**config.mk**
```make
export PLATFORM = sky130hd
export DESIGN_NAME = memory_controller
export DESIGN_NICKNAME = d
export VERILOG_FILES = /design/src/rtl/memory_controller.sv
export SDC_FILE = /design/constraint.sdc
export NUM_CORES = 1
export LEC_CHECK = 0
export ABC_AREA = 1
export CORE_ASPECT_RATIO = 0.5
export CORE_MARGIN = 3
export CORE_UTILIZATION = 54
export CTS_CLUSTER_SIZE = 25
export DETAILED_ROUTE_END_ITERATION = 12
export PLACE_DENSITY = 0.87
export RECOVER_POWER = 50
export SLEW_MARGIN = 20
export SYNTH_ARGS = -nofsm -noshare
export SYNTH_HDL_FRONTEND = slang
export SYNTH_SLANG_ARGS = --single-unit
```
**constraint.sdc**
```tcl
create_clock -name clk -period 5.3 [get_ports clk]
set_input_delay 0.53 -clock clk [delete_from_list [all_inputs] [get_ports clk]]
set_output_delay 0.53 -clock clk [all_outputs]
set_load 0.01 [all_outputs]
```
**src/rtl/memory_controller.sv**
```systemverilog
// memory_controller: sole owner of the byte-wide RAM/IO port. Arbitrates between
// instruction fetch (32-bit word reads) and the load/store buffer, sequences each access
// one byte per cycle, and returns assembled, sign/zero-extended load data.
module memory_controller #(
    parameter int unsigned IO_SEL_HI = 17,
    parameter int unsigned IO_SEL_LO = 16,
    parameter logic [5:0]  OP_LB     = 6'd0,
    parameter logic [5:0]  OP_LH     = 6'd1,
    parameter logic [5:0]  OP_LW     = 6'd2,
    parameter logic [5:0]  OP_LBU    = 6'd3,
    parameter logic [5:0]  OP_LHU    = 6'd4,
    parameter logic [5:0]  OP_SB     = 6'd5,
    parameter logic [5:0]  OP_SH     = 6'd6,
    parameter logic [5:0]  OP_SW     = 6'd7
) (
    input  logic        clk,
    input  logic        rst,
    input  logic        rdy,
    input  logic [7:0]  mem_din,
    output logic [7:0]  mem_dout,
    output logic [31:0] mem_a,
    output logic        mem_wr,
    input  logic        io_buffer_full,
    input  logic        if_valid,
    input  logic [31:0] if_addr,
    output logic        if_done,
    output logic [31:0] if_data,
    input  logic        mem_valid,
    input  logic        mem_ls,
    input  logic [5:0]  mem_ls_opcode,
    input  logic [31:0] mem_ls_addr,
    input  logic [31:0] mem_s_data,
    output logic        mem_l_valid,
    output logic [31:0] mem_l_data,
    input  logic        flush
);

    typedef enum logic [2:0] {StIdle, StIfRd, StLsRd, StLsWr, StDone} state_e;

    state_e      state_q, state_d;
    logic [2:0]  cnt_q, cnt_d;
    logic [2:0]  len_q;
    logic [31:0] base_q;
    logic [31:0] wdata_q;
    logic [5:0]  op_q;
    logic        is_if_q;
    logic [23:0] buf_q;
    logic [31:0] if_data_q;
    logic [31:0] l_data_q;

    logic [31:0] cur_addr;
    logic        stall;
    logic        accept_ls;
    logic        accept_if;
    logic        rd_active;
    logic        finish_rd;
    logic [31:0] raw;
    logic [31:0] ext;
    logic [7:0]  wr_byte;

    function automatic logic [2:0] ls_len(input logic [5:0] op);
        if (op == OP_LW || op == OP_SW) begin
            return 3'd4;
        end else if (op == OP_LH || op == OP_LHU || op == OP_SH) begin
            return 3'd2;
        end else if (op == OP_LB || op == OP_LBU || op == OP_SB) begin
            return 3'd1;
        end
        return 3'd4;
    endfunction

    assign cur_addr  = base_q + {29'd0, cnt_q};
    // Only IO writes can be back-pressured; RAM writes never stall.
    assign stall     = (&cur_addr[IO_SEL_HI:IO_SEL_LO]) && io_buffer_full;
    assign accept_ls = (state_q == StIdle) && mem_valid;
    assign accept_if = (state_q == StIdle) && !mem_valid && if_valid && !flush;
    assign rd_active = (state_q == StIfRd) || (state_q == StLsRd);
    // The last byte is on mem_din when the counter has run past the final address.
    assign finish_rd = rd_active && (cnt_q == len_q) && !((state_q == StIfRd) && flush);

    // Assemble the final word from captured bytes plus the byte arriving this cycle.
    always_comb begin
        raw = 32'd0;
        case (len_q)
            3'd1:    raw = {24'd0, mem_din};
            3'd2:    raw = {16'd0, mem_din, buf_q[7:0]};
            default: raw = {mem_din, buf_q};
        endcase
    end

    // Sign-extend signed sub-word loads; unsigned ones are already zero-filled.
    always_comb begin
        ext = raw;
        if (op_q == OP_LB) begin
            ext = {{24{raw[7]}}, raw[7:0]};
        end else if (op_q == OP_LH) begin
            ext = {{16{raw[15]}}, raw[15:0]};
        end
    end

    // Select the store byte for the current position.
    always_comb begin
        wr_byte = 8'd0;
        case (cnt_q[1:0])
            2'd0:    wr_byte = wdata_q[7:0];
            2'd1:    wr_byte = wdata_q[15:8];
            2'd2:    wr_byte = wdata_q[23:16];
            default: wr_byte = wdata_q[31:24];
        endcase
    end

    // FSM state and byte counter; everything freezes while rdy is low.
    always_ff @(posedge clk or negedge rst) begin
        if (!rst) begin
            state_q <= StIdle;
            cnt_q   <= 3'd0;
        end else if (rdy) begin
            state_q <= state_d;
            cnt_q   <= cnt_d;
        end
    end

    // Next-state and counter sequencing.
    always_comb begin
        state_d = state_q;
        cnt_d   = cnt_q;
        unique case (state_q)
            StIdle: begin
                cnt_d = 3'd0;
                if (mem_valid) begin
                    state_d = mem_ls ? StLsRd : StLsWr;
                end else if (if_valid && !flush) begin
                    state_d = StIfRd;
                end
            end
            StIfRd: begin
                if (flush) begin
                    state_d = StIdle;
                    cnt_d   = 3'd0;
                end else if (cnt_q == len_q) begin
                    state_d = StDone;
                    cnt_d   = 3'd0;
                end else begin
                    cnt_d = cnt_q + 3'd1;
                end
            end
            StLsRd: begin
                if (cnt_q == len_q) begin
                    state_d = StDone;
                    cnt_d   = 3'd0;
                end else begin
                    cnt_d = cnt_q + 3'd1;
                end
            end
            StLsWr: begin
                if (!stall) begin
                    if (cnt_q == len_q - 3'd1) begin
                        state_d = StDone;
                        cnt_d   = 3'd0;
                    end else begin
                        cnt_d = cnt_q + 3'd1;
                    end
                end
            end
            StDone: begin
                state_d = StIdle;
                cnt_d   = 3'd0;
            end
            default: begin
                state_d = StIdle;
                cnt_d   = 3'd0;
            end
        endcase
    end

    // Request latching, byte capture and result registers.
    always_ff @(posedge clk or negedge rst) begin
        if (!rst) begin
            len_q     <= 3'd0;
            base_q    <= 32'd0;
            wdata_q   <= 32'd0;
            op_q      <= 6'd0;
            is_if_q   <= 1'b0;
            buf_q     <= 24'd0;
            if_data_q <= 32'd0;
            l_data_q  <= 32'd0;
        end else if (rdy) begin
            if (accept_ls) begin
                base_q  <= mem_ls_addr;
                op_q    <= mem_ls_opcode;
                len_q   <= ls_len(mem_ls_opcode);
                wdata_q <= mem_s_data;
                is_if_q <= 1'b0;
            end else if (accept_if) begin
                base_q  <= if_addr;
                op_q    <= OP_LW;
                len_q   <= 3'd4;
                is_if_q <= 1'b1;
            end
            if (rd_active) begin
                case (cnt_q)
                    3'd1:    buf_q[7:0]   <= mem_din;
                    3'd2:    buf_q[15:8]  <= mem_din;
                    3'd3:    buf_q[23:16] <= mem_din;
                    default: ;
                endcase
            end
            if (finish_rd) begin
                if (is_if_q) begin
                    if_data_q <= raw;
                end else begin
                    l_data_q <= ext;
                end
            end
        end
    end

    // Port drive decoded from the current state.
    always_comb begin
        mem_a       = 32'd0;
        mem_wr      = 1'b0;
        mem_dout    = 8'd0;
        if_done     = 1'b0;
        mem_l_valid = 1'b0;
        unique case (state_q)
            StIfRd, StLsRd: begin
                mem_a = cur_addr;
            end
            StLsWr: begin
                mem_a    = cur_addr;
                mem_dout = wr_byte;
                mem_wr   = !stall;
            end
            StDone: begin
                // A flush landing on a fetch completion swallows the pulse.
                if (is_if_q) begin
                    if_done = rdy && !flush;
                end else begin
                    mem_l_valid = rdy;
                end
            end
            default: ;
        endcase
    end

    assign if_data    = if_data_q;
    assign mem_l_data = l_data_q;

endmodule

```
Word level (Yosys, flattened, before mapping):

Index checks and enable logic that the tools add are counted.

* multiplexer cells: 41
* equality and inequality tests: 24
* $add $sub $neg: 3
* bitwise operators: 1
* reductions and logical operators: 36

Operators by type and width (number)
* 32-bit two-way mux: 5
* 32-bit one-hot mux with 2 select lines: 1
* 3-bit two-way mux: 16
* 32-bit by 3-bit adder with 32-bit output: 1
* 6-bit by 3-bit == test with 1-bit output (second input constant): 4
* 8-bit one-hot mux with 3 select lines: 1
* 3-bit by 2-bit == test with 1-bit output (second input constant): 5
* 3-bit AND reduction: 5
* 1-bit two-way mux: 13
* 6-bit by 1-bit == test with 1-bit output (second input constant): 2
* 6-bit by 2-bit == test with 1-bit output (second input constant): 2
* 6-bit zero test: 2
* 6-bit two-way mux: 2
* 3-bit one-hot mux with 4 select lines: 1
* 1-bit logical AND: 10
* 3-bit by 1-bit == test with 1-bit output (second input constant): 3
* 3-bit one-hot mux with 3 select lines: 1
* 8-bit two-way mux: 1
* 2-bit AND reduction: 4
* 3-bit == test: 2
* 1-bit logical OR: 6
* 1-bit zero test: 4
* 2-bit != test (second input constant): 2
* 4-bit AND reduction: 1
* other kinds (11): 11

* bits of input ports: 118
* logic and storage cells: 117
* flip-flop bits (word level): 168

Logic depth before layout (Yosys ltp):

* word-level depth: 10
* gate-level depth with buffers: 13

Worst setup path after synthesis:

No wires, ideal clock.

* path kind: reg2out
* from: reg cnt_q[0]
* to: out mem_a[26]
* arrival: 1931 ps
* data required time: 4770 ps
* cell stages (with the launch flop): 14
* path slack: 2839 ps
* cell sequence: dfrtp_1 ha_1 fa_1 nand2_1 nand2_1 nand2_1 inv_2 nand2_1 nor2_1 nand4_1 nor2_1 nand3_1 nand2_1 nor2_1

* word-level cells in the longest chain between the ends: 2

RTL lines
* start, declared: line 41 `logic [2:0] cnt_q, cnt_d;`
* start signal, assigned: line 119 `cnt_q <= cnt_d;`
* 32-bit by 3-bit adder with 32-bit output: line 72 `assign cur_addr = base_q + {29'd0, cnt_q};`
* 32-bit two-way mux: line 225 `unique case (state_q)`
* end, declared: line 21 `output logic [31:0] mem_a,`

Every way passes these cells.

Worst setup path after layout:

Same ends and word-level chain as after synthesis.

==> run metrics <==
FF-to-FF path depth 7; Routed WL ~26000 um; top_reg_cell synth dfrtp_1; crit path capture type primary output; Internal Power approximately 3.8 mW; Max-Cap Viols 1; filler instances between 1000 and 1500; syn avg cell area a little over 8 sq um; commonest non-fill, non-tap cell in the layout nand2_1; Post-CTS Setup Repair Bufs 0; worst hold path startpoint wdata_q[9]$_DFFE_PN0P_; setup tns final 0 ns; post-synth top area share between 40% and 50%; switching share of power roughly 40%; Crit Path Max Fanout 6; Starting Density 56.17%; TritonCTS Sinks 168; H-Tree Depth 4; DIE AREA between 15000 and 20000 sq um; Post-Layout Cell Count about 1500; post_cts resized 0; Core Box Area ~16000 sq um; FF-to-FF End op_q[1]$_DFFE_PN0P_; IO buf count 224; RSZ-0062 raised after global routing false; die height ~96 um; Hold Worst Slack about 0.48 ns; worst min-delay path class reg2reg; row count 32; Area Overhead vs Synth 32.76%; Layout Skew about 0.013 ns; critical path arrival around 3.2 ns; EDFF count, synth 0; leakage power around 5.3 nW; run status complete, but fails checks; GRT overflow 0; Ant. Diodes 0; Max Fclk roughly 270 MHz; Register Area 4204 sq um; Mapped Area around 8800 sq um; Comb power frac between 40 and 50%; First-pass DRT Iterations 6; Mapped Cells 1069; Peak VDD IR about 310 uV; Hold Vio Cnt, Final 0; clock share of power a little under 20%; nets 1400; Seq pwr share 36.5%; Vias roughly 8400; share of layout cells above drive strength 1 under 10%; largest net degree at the start of global routing between 100 and 150; ANT nets after route 0; RR Startpoint state_q[1]$_DFFE_PN0P_; Yosys warnings 0; Psw about 2.5 mW; DR vias/cell roughly 5.6; hold worst-path end wdata_q[9]$_DFFE_PN0P_; pre-CTS setup slack approximately 2.1 ns; CP Class reg2out; sequential element share of the synthesized area a little under half; failing checks max-capacitance violations, max-slew violations; final worst slack about 1.6 ns; RePlAce Congestion approximately 0.91; max-slew violation total from the final report 30; Num CTS Buffers 17; startpoint type of the worst setup path flop; Min-Delay Path Depth 2; post-synthesis register bit count 168; first-pass GRT wire length roughly 41000 um; Reg clk slew, reported paths about 0.070 ns; Req. time, crit path about 4.8 ns; cell area after layout 11700 sq um; Unique masters post-synth 45; Cell Pwr Density approximately 540 nW/um^2; period utilization roughly 70%; die span in x ~190 um; Post-DP Area 11090 sq um; GRT Util Overall 28.56%; multi-input logic area approximately 4000 sq um; Worst slew margin -13.43%; clk root buf clkbuf_16; final core utilization approximately three quarters; largest area contributor in the netlist dfrtp_1; number of top-level pins ~230; Tightest Pin Transition 1.701 ns; initial antenna violation count 0; Async SR Flop Fraction 100.0%; DRC viols 0; post-layout min period around 3.7 ns; most frequent cells in the layout 325 x nand2_1, 168 x dfrtp_1, 159 x clkdlybuf4s50_1; number of global-route vias before repair between 8000 and 9000; Post-Syn Nets ~1200; # setup viols final 0; R2R Setup Slk 2.33 ns; dpl cells about 1500; CTS tree yes; Detailed Route Iter0 Violations between 700 and 800; Final HPWL DP approximately 19000 um; WL/cell 17.33 um; Power Total 6.306 mW; clock buffer depth 2; synth top area cells dfrtp_1 48%, nand2_1 14%, o21ai_0 5.1%, nor2_1 4.0%, a2bb2oi_2 3.9%; Worst-Skew Late Latency between 0.4 and 0.5 ns
-- synthesized netlist by cell type, drive strengths merged (3+ instances only) --
cell type and count:
nor2 101, ha 11, clkbuf 20, xor2 6, or2 3, nor4 4
dfrtp 168, nor3 22, o21a 18, o21ai 126, a31oi 8, a21oi 30
mux2 15, nand4 17, buf 26, a2bb2oi 24, o22ai 28, nand2 330
nand3 19, inv 87
-- sequential cells by signal (all words and copies together) (netlist names) --
| register | count |
|---|---|
| base_q | 32 |
| mem_l_data | 32 |
| buf_q | 24 |
| op_q | 6 |
| state_q | 3 |
| wdata_q | 32 |
| is_if_q | 1 |
| len_q | 3 |
| if_data | 32 |
| cnt_q | 3 |
-- logic make-up after synthesis --
| group | Yosys count | share of synthesized area [%] |
|---|---|---|
| adder cells (fa/ha/maj) | 12 | 1.788 |
| AND/OR/NAND/NOR | 496 | 23.73 |
| AO/OA/AOI/OAI | 237 | 17.53 |
| multiplexers | 15 | 1.916 |
| flip-flops | 168 | 47.69 |
| XOR/XNOR | 7 | 0.6954 |
| buffers and inverters | 134 | 6.656 |
-- power groups by stage --
stage               combinational, mW  sequential (mW)  clock [mW]
CTS                              2.88             2.30        1.23
global placement                 2.78             2.29           0
floorplan                        1.51             2.33           0
detailed placement               2.86             2.31           0
finish                           2.78             2.30        1.23
global route                     3.05             2.37        1.29
-- critical path, stage by stage, from the launching register on --
cell,delay [ns]
dfrtp_1,0.46
ha_1,0.27
fa_1,0.24
nand2_1,0.08
nand2_1,0.06
nand2_1,0.12
inv_2,0.08
nand2_1,0.08
nor2_1,0.14
nand4_1,0.19
nor2_1,0.26
a21oi_1,0.10
nor2_1,0.12
clkdlybuf4s50_1,0.55
-- worst max path at each step --
stage,startpoint,endpoint,slack (ns),cells past startpoint
2_1_floorplan,cnt_q[0]$_DFFE_PN0P_,mem_a[26],2.84,13
3_3_place_gp,cnt_q[1]$_DFFE_PN0P_,mem_a[27],2.14,10
3_5_place_dp,cnt_q[0]$_DFFE_PN0P_,mem_a[26],2.09,14
4_1_cts,cnt_q[0]$_DFFE_PN0P_,mem_a[26],1.64,14
5_1_grt,rst,base_q[0]$_DFFE_PN0P_,1.23,4
6_report,cnt_q[0]$_DFFE_PN0P_,mem_a[26],1.59,13
-- timing repair --
action | CTS | global route
hold buffers | 0 | 1
endpoints found under the setup margin | 0 | 0
endpoints found under the hold margin | 0 | 29
-- cell type report --
class | count | area share [%]
Clock buffer | 18 | 3.667
Multi-Input combinational cell | 767 | 34.24
Timing Repair Buffer | 228 | 19.64
Clock inverter | 14 | 1.336
Inverter | 88 | 2.833
Sequential cell | 168 | 35.92
Tap cell | 221 | 2.363
-- routing by layer --
| layer | global-route usage (%) | up-vias | wire length [um] |
|---|---|---|---|
| met4 | 7.731 | 0 | 374 |
| li1 | - | 3934 | - |
| met1 | 37.12 | 4026 | 11240 |
| met3 | 5.420 | 34 | 1778 |
| met5 | 0 | - | 0 |
| met2 | 50.09 | 362 | 12670 |
(Power assumes the default switching activity.)
